==> src/rtl/simon_pkg.sv <==
// Shared types and constants for the Simon Says game-flow controller.
package simon_pkg;

  typedef logic [1:0] color_t;

  typedef logic [2:0] state_t;

  localparam state_t StIdle    = 3'd0;
  localparam state_t StAdd     = 3'd1;
  localparam state_t StShowOn  = 3'd2;
  localparam state_t StShowOff = 3'd3;
  localparam state_t StInput   = 3'd4;
  localparam state_t StDone    = 3'd5;

  // Width needed to hold a length in 0..max_len.
  function automatic int unsigned len_w(input int unsigned max_len);
    return (max_len > 0) ? $clog2(max_len + 1) : 1;
  endfunction

endpackage

==> src/rtl/simon_seq_mem.sv <==
// Colour sequence storage: synchronous write, combinational read, no reset.
module simon_seq_mem
  import simon_pkg::*;
#(
  parameter int unsigned DEPTH  = 16,
  parameter int unsigned ADDR_W = 5
) (
  input  logic              clock,
  input  logic              we,
  input  logic [ADDR_W-1:0] waddr,
  input  color_t            wdata,
  input  logic [ADDR_W-1:0] raddr,
  output color_t            rdata
);

  color_t mem [DEPTH];

  always_ff @(posedge clock) begin
    for (int i = 0; i < DEPTH; i++) begin
      if (we && (waddr == ADDR_W'(i))) begin
        mem[i] <= wdata;
      end
    end
  end

  // Decoded read so an address beyond DEPTH returns 0 instead of X.
  always_comb begin
    rdata = '0;
    for (int i = 0; i < DEPTH; i++) begin
      if (raddr == ADDR_W'(i)) begin
        rdata = mem[i];
      end
    end
  end

endmodule

==> src/rtl/simon_sequencer.sv <==
// Simon Says game flow: grow the sequence, play it back on the LED, then check the presses.
module simon_sequencer
  import simon_pkg::*;
#(
  parameter int unsigned MAX_LEN        = 16,
  parameter int unsigned SHOW_CYCLES    = 25000000,
  parameter int unsigned GAP_CYCLES     = 12500000,
  parameter int unsigned TIMEOUT_CYCLES = 0,
  localparam int unsigned LEN_W         = len_w(MAX_LEN)
) (
  input  logic             clock,
  input  logic             reset,
  input  logic             start,
  input  logic [1:0]       rand_num,
  input  logic             button_valid,
  input  logic [1:0]       button,
  output logic             led_en,
  output logic [1:0]       led_color,
  output logic             awaiting_input,
  output logic [LEN_W-1:0] round_len,
  output logic             game_over,
  output logic             win
);

  localparam int unsigned TMR_MAX  = (SHOW_CYCLES > GAP_CYCLES) ? SHOW_CYCLES : GAP_CYCLES;
  localparam int unsigned TMR_LAST = (TMR_MAX > 0) ? TMR_MAX - 1 : 0;
  localparam int unsigned TMR_W    = (TMR_LAST > 0) ? $clog2(TMR_LAST + 1) : 1;
  localparam int unsigned TO_LAST  = (TIMEOUT_CYCLES > 0) ? TIMEOUT_CYCLES - 1 : 0;
  localparam int unsigned TO_W     = (TO_LAST > 0) ? $clog2(TO_LAST + 1) : 1;

  localparam logic [TMR_W-1:0] ShowLast = TMR_W'(SHOW_CYCLES - 1);
  localparam logic [TMR_W-1:0] GapLast  = TMR_W'(GAP_CYCLES - 1);

  state_t           state_q, state_d;
  logic [LEN_W-1:0] len_q, len_d;
  logic [LEN_W-1:0] idx_q, idx_d;
  logic [TMR_W-1:0] tmr_q, tmr_d;
  logic [TO_W-1:0]  to_q, to_d;
  logic             game_over_q, game_over_d;
  logic             win_q, win_d;

  logic             mem_we;
  color_t           cur_color;
  logic [LEN_W-1:0] last_idx;

  assign last_idx = len_q - LEN_W'(1);

  simon_seq_mem #(
    .DEPTH  (MAX_LEN),
    .ADDR_W (LEN_W)
  ) u_mem (
    .clock (clock),
    .we    (mem_we),
    .waddr (len_q),
    .wdata (rand_num),
    .raddr (idx_q),
    .rdata (cur_color)
  );

  always_comb begin
    state_d     = state_q;
    len_d       = len_q;
    idx_d       = idx_q;
    tmr_d       = tmr_q;
    to_d        = to_q;
    game_over_d = game_over_q;
    win_d       = win_q;
    mem_we      = 1'b0;

    case (state_q)
      StIdle, StDone: begin
        if (start) begin
          len_d       = '0;
          game_over_d = 1'b0;
          win_d       = 1'b0;
          state_d     = StAdd;
        end
      end

      StAdd: begin
        mem_we  = 1'b1;
        len_d   = len_q + LEN_W'(1);
        idx_d   = '0;
        tmr_d   = ShowLast;
        state_d = StShowOn;
      end

      StShowOn: begin
        if (tmr_q == '0) begin
          tmr_d   = GapLast;
          state_d = StShowOff;
        end else begin
          tmr_d = tmr_q - TMR_W'(1);
        end
      end

      StShowOff: begin
        if (tmr_q == '0) begin
          if (idx_q == last_idx) begin
            idx_d   = '0;
            to_d    = '0;
            state_d = StInput;
          end else begin
            idx_d   = idx_q + LEN_W'(1);
            tmr_d   = ShowLast;
            state_d = StShowOn;
          end
        end else begin
          tmr_d = tmr_q - TMR_W'(1);
        end
      end

      StInput: begin
        // A press on the timeout cycle wins over the timeout.
        if (button_valid) begin
          if (button != cur_color) begin
            game_over_d = 1'b1;
            state_d     = StDone;
          end else if (idx_q != last_idx) begin
            idx_d = idx_q + LEN_W'(1);
            to_d  = '0;
          end else if (len_q == LEN_W'(MAX_LEN)) begin
            win_d   = 1'b1;
            state_d = StDone;
          end else begin
            state_d = StAdd;
          end
        end else if (TIMEOUT_CYCLES > 0) begin
          if (to_q == TO_W'(TO_LAST)) begin
            game_over_d = 1'b1;
            state_d     = StDone;
          end else begin
            to_d = to_q + TO_W'(1);
          end
        end
      end

      default: state_d = StIdle;
    endcase
  end

  always_ff @(posedge clock) begin
    if (reset) begin
      state_q     <= StIdle;
      len_q       <= '0;
      idx_q       <= '0;
      tmr_q       <= '0;
      to_q        <= '0;
      game_over_q <= 1'b0;
      win_q       <= 1'b0;
    end else begin
      state_q     <= state_d;
      len_q       <= len_d;
      idx_q       <= idx_d;
      tmr_q       <= tmr_d;
      to_q        <= to_d;
      game_over_q <= game_over_d;
      win_q       <= win_d;
    end
  end

  assign led_en         = (state_q == StShowOn);
  assign led_color      = led_en ? cur_color : 2'd0;
  assign awaiting_input = (state_q == StInput);
  assign round_len      = len_q;
  assign game_over      = game_over_q;
  assign win            = win_q;

endmodule
==> config.mk <==
export PLATFORM = sky130hd
export DESIGN_NAME = simon_sequencer
export DESIGN_NICKNAME = d
export VERILOG_FILES = /design/src/rtl/simon_pkg.sv /design/src/rtl/simon_seq_mem.sv /design/src/rtl/simon_sequencer.sv
export SDC_FILE = /design/constraint.sdc
export NUM_CORES = 1
export LEC_CHECK = 0
export CORE_ASPECT_RATIO = 1.75
export CORE_MARGIN = 4
export CORE_UTILIZATION = 63
export DETAILED_ROUTE_END_ITERATION = 6
export PLACE_DENSITY = 0.94
export SETUP_SLACK_MARGIN = 0.15
export SLEW_MARGIN = 20
export SYNTH_ARGS = -nofsm -noshare
export SYNTH_HDL_FRONTEND = slang
export SYNTH_SLANG_ARGS = --single-unit
==> constraint.sdc <==
create_clock -name clock -period 6.7 [get_ports clock]
set_clock_uncertainty 0.2 [all_clocks]
set_input_delay 1.005 -clock clock [delete_from_list [all_inputs] [get_ports clock]]
set_output_delay 1.005 -clock clock [all_outputs]
set_load 0.03 [all_outputs]
== After elaboration in Yosys (flattened, before gate mapping) ==
Memories as Yosys holds them, arrays and structs flattened.
Index checks and enable logic that the tools add are counted.
Word-level totals
  memories kept: 1
  register bits: 40
  RAM bits: 32
  word-level logic and storage cells: 232
Cells by class
  equal/unequal tests: 50
  $add $sub $neg: 4
  mux-type cells: 125
  reductions and logical operators: 46
Memory list
  u_mem.mem: words 16, width 2, rd ports 16, clocked after Yosys merged registers in 0, write ports 1, line simon_seq_mem.sv:16  | color_t mem [DEPTH];
Operator list (count)
  5-bit by 4-bit == test with 1-bit output, second input constant: 16
  25-bit two-way mux: 3
  25-bit case mux with 3 select lines: 1
  2-bit two-way mux: 32
  4-bit two-way mux: 15
  1-bit two-way mux: 55
  5-bit by 3-bit == test with 1-bit output, second input constant: 8
  2-bit OR reduction: 16
  5-bit two-way mux: 6
  25-bit logical NOT: 1
  25-bit by 1-bit subtractor with 25-bit output, second input constant: 1
  3-bit two-way mux: 8
  5-bit by 2-bit == test with 1-bit output, second input constant: 4
  1-bit logical AND: 16
  3-bit case mux with 5 select lines: 1
  5-bit case mux with 3 select lines: 1
  5-bit by 1-bit adder with 5-bit output, second input constant: 2
  5-bit by 1-bit == test with 1-bit output, second input constant: 2
  5-bit logical NOT: 2
  2-bit inequality test, second input constant: 5
  5-bit case mux with 2 select lines: 1
  5-bit AND reduction: 2
  2-bit by 1-bit inequality test with 1-bit output, second input constant: 4
  3-bit by 2-bit == test with 1-bit output, second input constant: 2
  other kinds (15): 21

== Longest topological paths before layout ==
Gate-level depths: netlist (run 1).
  word-level depth: 21
  gate-level depth with buffers: 12
  depth with buffers taken out: 10

== Modules after synthesis ==
From an unflattened synthesis (run 1), not the netlist that was laid out.
Unflattened totals
  cells, all modules: 451
  area, all modules: 4090.2 um^2
Modules (own cells, without submodules)
  simon_sequencer: area an instance 2560.0 um^2, times used 1, cells an instance 334
  simon_seq_mem: area an instance 1530.2 um^2, times used 1, cells an instance 117

== Least setup slack after synthesis (run 1) ==
Ideal clock, no wire load.
  path type: register to output
  start point: register idx_q[0]
  end point: output port led_color[0]
  stages on the path, launching flop included: 11
  path buffers: 2
  slack: 2.923 ns
  required time: 5.495 ns
  arrival time: 2.572 ns
  path through: dfxtp_1 > inv_1 > ha_1 > clkbuf_1 > clkbuf_1 > nor3b_1 > o31ai_1 > nor2_1 > o32ai_1 > a31oi_1 > nor3_1
On the way
  word-level cells in the longest chain between the ends: 18
  elaborated cells on any way between the ends: 33
  classes of those cells: 15 x eq/ne; 17 x mux; 1 x reduce/logical
Ends and longest elaborated chain
  start, declared: line simon_sequencer.sv:36  | logic [LEN_W-1:0] idx_q, idx_d;
  start signal, assigned: line simon_sequencer.sv:154  | idx_q <= idx_d;
  5-bit logical NOT: line simon_seq_mem.sv:30  | if (raddr == ADDR_W'(i)) begin
  2-bit two-way mux (15 in series): line simon_seq_mem.sv:30
  2-bit two-way mux *: line simon_seq_mem.sv:30
  2-bit two-way mux *: line simon_sequencer.sv:163  | assign led_color = led_en ? cur_color : 2'd0;
  end, declared: line simon_sequencer.sv:18  | output logic [1:0] led_color,
Every way passes the cells marked *; elsewhere a longest branch is shown, timed or not.

== Worst setup path in the final report (run 1) ==
Ends and elaborated chain as after synthesis.

==> results of run 1 <==
==> worst max-delay path by stage <==
stage | from | end | slack [ps] | cells past startpoint
2_1_floorplan | idx_q[0] | led_color[0] | 2920 | 10
3_3_place_gp | idx_q[0] | led_color[0] | 2560 | 9
3_5_place_dp | idx_q[0] | led_color[0] | 2420 | 9
4_1_cts | idx_q[0] | led_color[0] | 2010 | 9
5_1_grt | idx_q[0] | led_color[0] | 1680 | 9
6_report | idx_q[0] | led_color[0] | 2010 | 9
==> metal layers <==
metal / vias up / wire, microns / part of all wire / track usage
met5: - / 0 / 0 / 0
met4: 0 / 877 / 0.076 / 0.237
met3: 76 / 691 / 0.060 / 0.0443
met2: 218 / 6090 / 0.53 / 0.534
met1: 1826 / 3810 / 0.33 / 0.292
li1: 1779 / - / - / -
==> placed cells by master (no fill, tap or decap), types with 7 or more instances in the layout <==
cell,n
edfxtp_1,32
nand2_1,34
ha_1,13
nand2b_1,11
clkdlybuf4s50_1,18
a31oi_1,7
a21o_1,7
clkbuf_16,9
nor2_1,50
o21ai_0,29
or3_1,9
dfxtp_1,40
nor2b_1,19
nor3_1,17
a21oi_1,39
a311oi_1,8
inv_1,10
==> state kept, by name, indices dropped and copies added (netlist names) <==
register,cells
win,1
idx_q,5
u_mem.mem,32
tmr_q,25
game_over,1
round_len,5
state_q,3
==> report_power, final <==
group,switching (mW),internal (mW),leakage (nW)
sequential,0.0574,0.500,0.616
combinational,0.224,0.152,0.908
clock,0.190,0.290,0.139
==> final cells by class <==
cell class	instances	area share
Clock inverter	6	0.0144
Multi-Input combinational cell	362	0.486
Sequential cell	72	0.376
Timing Repair Buffer	21	0.0433
Inverter	11	0.00882
Tap cell	82	0.0219
Clock buffer	10	0.0489
==> cells by family after synthesis <==
family                   after synthesis
adder cells (fa/ha/maj)               13
AND/OR/NAND/NOR                      195
XOR/XNOR                               9
flip-flops                            72
AO/OA/AOI/OAI                        142
multiplexers                           3
buffers and inverters                 38
==> metrics by stage <==
stage           util  setup WS [ps]  instances  instance area [sq um]
3_3_place_gp   0.675           2560        548                   4380
4_1_cts        0.721           2010        564                   4680
6_report       0.721           2010        564                   4680
2_1_floorplan      -           2920        472                   4180
3_5_place_dp   0.675           2420        548                   4380
5_1_grt        0.721           1680        564                   4680
==> results.json, run 1 <==
{
  "outcome": "complete, no violations",
  "cts_max_level": 3,
  "gp_congestion": 0.963,
  "ctsLongestPathBuffers": 2,
  "rr_endpoint": "state_q[2]",
  "crit_path_max_fanout": 18,
  "drt_drc_violations_left": 0,
  "yosysTopAreaCell": "edfxtp_1",
  "fmax_mhz": 213,
  "synth_mux_area_frac": 0.00719,
  "avgSynthCellArea_sq_um": 8.85,
  "n_fill_cell": 440,
  "ant_nets": 0,
  "synth_commonest_cells": "nor2_1 (50), dfxtp_1 (40), a21oi_1 (39)",
  "clk_latency_ps": 330,
  "initial_core_util": 0.644,
  "rrSetupSlack_ps": 2790,
  "hold_violations": 0,
  "grt_pass1_wl_microns": 18400,
  "drtIter0Drc": 435,
  "grt_overflow": 0,
  "n_antenna_cell": 0,
  "final_nets": 498,
  "max_slew_margin": 0.435,
  "worstSetupEndpointType": "output port",
  "synth_cell_types": 64,
  "synth_area_leaders": "edfxtp_1 (23%), dfxtp_1 (19%), a21oi_1 (4.7%), nor2_1 (4.5%), ha_1 (3.9%)",
  "cts-hold-fix-buffers": 0,
  "multi_input_area_sq_um": 2270,
  "cts_resized": 0,
  "synth-edff-count": 32,
  "synth_fa_ha_area_frac": 0.0389,
  "worst_hold_slack_ps": 290,
  "powerDensity_nw_per_um2": 302,
  "grt_max_degree": 28,
  "syn_area_sq_um": 4180,
  "ys_ff_latch": 72,
  "chipHeight_microns": 116,
  "ir_worst_vdd_v": 0.000244,
  "syn_nets": 493,
  "post_cts.repair.setup_buffers": 0,
  "critPathTopFamily": "compound AO/OA/AOI/OAI gates",
  "cts_tree": "built",
  "required_ps": 5490,
  "async_flop_share": 0,
  "hold_end": "tmr_q[11]",
  "synth_compound_area_frac": 0.228,
  "drive_above_1_share": 0.0726,
  "grt_pass1_vias": 3776,
  "ys_dominant_reg_cell": "dfxtp_1",
  "io_buffers": 18,
  "setup-tns-final_ps": 0,
  "cts_made_buffers": 9,
  "period_minus_slack_ps": 4690,
  "p_leak_nw": 1.66,
  "grt_use_total": 0.293,
  "worstHoldPathCells": 1,
  "viasPerCell": 6.91,
  "crit_chain": "inv_1, ha_1, nor2b_1, o21ai_0, o211ai_1, o32ai_1, a31oi_1, nor3_1, clkdlybuf4s50_1",
  "slew_violations": 0,
  "critPathMaxStageDelay_ps": 700,
  "yosysWarnings": 0,
  "clkSinkCount": 72,
  "holdCritPathClass": "flip-flop to flip-flop",
  "setup_viol_count_final": 0,
  "synth_most_common_cell": "nor2_1",
  "cp-start-kind": "flip-flop",
  "rsz0062_at_grt": "false",
  "cap_violations": 0,
  "area_growth_pct": 12.0,
  "worstSetupPathType": "flip-flop to output port",
  "ios": 19,
  "core_area_sq_um": 6490,
  "crit_arrival_ps": 3490,
  "r2r_start": "idx_q[0]",
  "fin_crit_sh": 0.700,
  "power_mw": 1.41,
  "wl_microns": 11500,
  "slowest_stage": "clkdlybuf4s50_1",
  "row_count": 39,
  "r2r_cells": 9,
  "seq_area_frac_synth": 0.422,
  "clockRootBuffer": "clkbuf_16",
  "post_drt_wl_per_cell_microns": 20.3,
  "worst_pin_slew_ps": 847,
  "synth_xor_area_frac": 0.0189,
  "synth_top_area_frac": 0.230,
  "synth_top_family_by_area": "simple AND/OR/NAND/NOR gates",
  "dieArea_sq_um": 8050,
  "vias": 3899,
  "grt_antenna_before_repair": 0,
  "fp.dieW_microns": 69.6,
  "dr.pass1.iters": 5,
  "cp_num_buf_inv": 2,
  "synth_cells": 472,
  "min-delay-start": "tmr_q[11]",
  "synth-simple-area-share": 0.251,
  "place_hpwl_microns": 7830,
  "regArea_sq_um": 1760,
  "cts.clk_slew.worst_paths_ps": 60
}
Note: power is estimated with default switching activity, not from simulation.
==> inputs of run 2 (changes only) <==
--- a/config.mk
+++ b/config.mk
@@ -7,9 +7,9 @@
 export LEC_CHECK = 0
 export CORE_ASPECT_RATIO = 1.75
 export CORE_MARGIN = 4
-export CORE_UTILIZATION = 63
+export CORE_UTILIZATION = 55
 export DETAILED_ROUTE_END_ITERATION = 6
-export PLACE_DENSITY = 0.94
+export PLACE_DENSITY = 0.87
 export SETUP_SLACK_MARGIN = 0.15
 export SLEW_MARGIN = 20
 export SYNTH_ARGS = -nofsm -noshare
==> constraint.sdc (replaced) <==
create_clock -name clock -period 4.3 [get_ports clock]
set_clock_uncertainty 0.2 [all_clocks]
set_input_delay 0.645 -clock clock [delete_from_list [all_inputs] [get_ports clock]]
set_output_delay 0.645 -clock clock [all_outputs]
set_load 0.03 [all_outputs]
==> run 2 against run 1 <==
  * Die area is 13% higher
  * Core utilization is 7.3 points lower
  * Flip-flop and latch count stayed put
  * Via count is 2.3% lower
  * Sequential power is 56% higher
  * Non-clock buffer count is 4 higher
  * Final area is 0.88% higher
  * Critical endpoint is now led_color[1]
  * Highest routed layer unchanged
==> results.json, run 2 (same netlist as run 1, synthesis figures left out) <==
{
  "largestRegisters": "u_mem.mem: 32 flops, tmr_q: 25 flops",
  "final_nets": 502,
  "gp_congestion": 0.940,
  "critPathTopFamily": "simple AND/OR/NAND/NOR gates",
  "post_cts.repair.setup_buffers": 0,
  "n_fill_cell": 589,
  "cp_num_buf_inv": 2,
  "largest_reg_flops": 32,
  "clockRootBuffer": "clkbuf_16",
  "period_minus_slack_ps": 4000,
  "multi_input_area_sq_um": 2280,
  "area_growth_pct": 13.0,
  "setup-tns-final_ps": 0,
  "top_register": "u_mem.mem",
  "clkSinkCount": 72,
  "setup_viol_count_final": 0,
  "cts-hold-fix-buffers": 0,
  "rrSetupSlack_ps": 860,
  "cts_max_level": 3,
  "max_slew_margin": 0.493,
  "vias": 3811,
  "slew_violations": 0,
  "worstSetupEndpointType": "output port",
  "p_leak_nw": 1.70,
  "cts_tree": "built",
  "critPathLaunch": "idx_q[0]",
  "n_antenna_cell": 0,
  "initial_core_util": 0.574,
  "powerDensity_nw_per_um2": 462,
  "holdCritPathClass": "flip-flop to flip-flop",
  "grt_use_total": 0.256,
  "crit_path_max_fanout": 12,
  "final_common_cell": "nor2_1",
  "chipHeight_microns": 123,
  "dieArea_sq_um": 9110,
  "fin_ws_ps": 303,
  "drt_drc_violations_left": 0,
  "crit_chain": "ha_1, buf_4, and3_1, ha_1, nand2b_1, nand3_1, or2_2, nand3_1, and2_1, clkdlybuf4s50_1",
  "r2r_start": "idx_q[1]",
  "fp.dieW_microns": 73.9,
  "dr.pass1.iters": 5,
  "cts_made_buffers": 9,
  "ios": 19,
  "grt_overflow": 0,
  "drtIter0Drc": 363,
  "cap_violations": 0,
  "row_count": 41,
  "required_ps": 3450,
  "io_buffers": 18,
  "grt_pass1_wl_microns": 17500,
  "critPathMaxStageDelay_ps": 660,
  "crit_arrival_ps": 3150,
  "post_drt_wl_per_cell_microns": 19.4,
  "fmax_mhz": 250,
  "cts.clk_slew.worst_paths_ps": 60,
  "place_area_sq_um": 4420,
  "final_cell_mix": "nor2_1 (50), dfxtp_1 (40), a21oi_1 (39), nand2_1 (34), edfxtp_1 (32)",
  "ant_nets": 0,
  "drive_above_1_share": 0.0864,
  "slowest_stage": "clkdlybuf4s50_1",
  "outcome": "complete, no violations",
  "worst_hold_slack_ps": 273,
  "worst_pin_slew_ps": 759,
  "wl_microns": 11100,
  "grt_max_degree": 28,
  "clk_latency_ps": 340,
  "viasPerCell": 6.66,
  "min-delay-start": "tmr_q[17]",
  "worstSetupPathType": "flip-flop to output port",
  "rsz0062_at_grt": "false",
  "grt_antenna_before_repair": 0,
  "grt_pass1_vias": 3662,
  "core_area_sq_um": 7280,
  "ir_worst_vdd_v": 0.000432,
  "design_area_sq_um": 4720,
  "ctsLongestPathBuffers": 2,
  "place_hpwl_microns": 7870,
  "pre_cts_ws_ps": 390,
  "fin_crit_sh": 0.930,
  "hold_violations": 0,
  "cp-start-kind": "flip-flop",
  "regArea_sq_um": 1760
}
## run 2: area by class of cell
| type | count | share of cell area |
|---|---|---|
| multi-input combinational | 362 | 0.484 |
| sequential | 72 | 0.373 |
| timing repair buffer | 25 | 0.0490 |
| clock buffer | 9 | 0.0477 |
| tap | 86 | 0.0228 |
| clock inverter | 7 | 0.0146 |
| inverter | 11 | 0.00875 |
## run 2: tightest hold or removal path, cell delays in order (launching register included)
cell     delay (ps)
dfxtp_1         300
o21ai_0          70
a21oi_1          60
## run 2: what timing repair did
item / CTS / global route
hold endpoints to repair: 0 / 0
resized for setup: 1 / 3
endpoints found under the setup margin: 1 / 2
## run 2: power breakdown
part | switching, mW | total (mW) | leakage (nW) | internal (mW)
logic | 0.337 | 0.577 | 0.934 | 0.239
clock network | 0.325 | 0.734 | 0.147 | 0.410
registers | 0.0889 | 0.868 | 0.616 | 0.779
total | 0.751 | 2.18 | 1.70 | 1.43
## run 2: metal layers
| metal | global-route usage | vias up | part of all wire | wire length (microns) |
|---|---|---|---|---|
| met1 | 0.263 | 1810 | 0.35 | 3910 |
| li1 | - | 1792 | - | - |
| met3 | 0.0439 | 51 | 0.049 | 544 |
| met5 | 0 | - | 0 | 0 |
| met4 | 0.187 | 0 | 0.067 | 744 |
| met2 | 0.451 | 158 | 0.53 | 5900 |
## run 2: worst paths after layout
| check | end | cells after the start |
|---|---|---|
| hold / removal | tmr_q[17] | 2 |
| setup / recovery | led_color[1] | 10 |
| setup reg to reg | state_q[2] | 11 |
| hold reg to reg | tmr_q[17] | 2 |
## run 2: through the flow
step | power (mW) | std cells | util
3_5_place_dp | 1.44 | 556 | 0.606
2_1_floorplan | 1.29 | 472 | -
3_3_place_gp | 1.42 | 556 | 0.606
5_1_grt | 2.28 | 572 | 0.648
6_report | 2.18 | 572 | 0.648
4_1_cts | 2.17 | 572 | 0.647
==> inputs of run 3 (changes only) <==
--- a/config.mk
+++ b/config.mk
@@ -5,6 +5,7 @@
 export SDC_FILE = /design/constraint.sdc
 export NUM_CORES = 1
 export LEC_CHECK = 0
+export CAP_MARGIN = 20
 export CORE_ASPECT_RATIO = 1.75
 export CORE_MARGIN = 4
 export CORE_UTILIZATION = 55
==> results of run 3 <==
The final DEF is identical to that of run 2; final timing and power are the same.
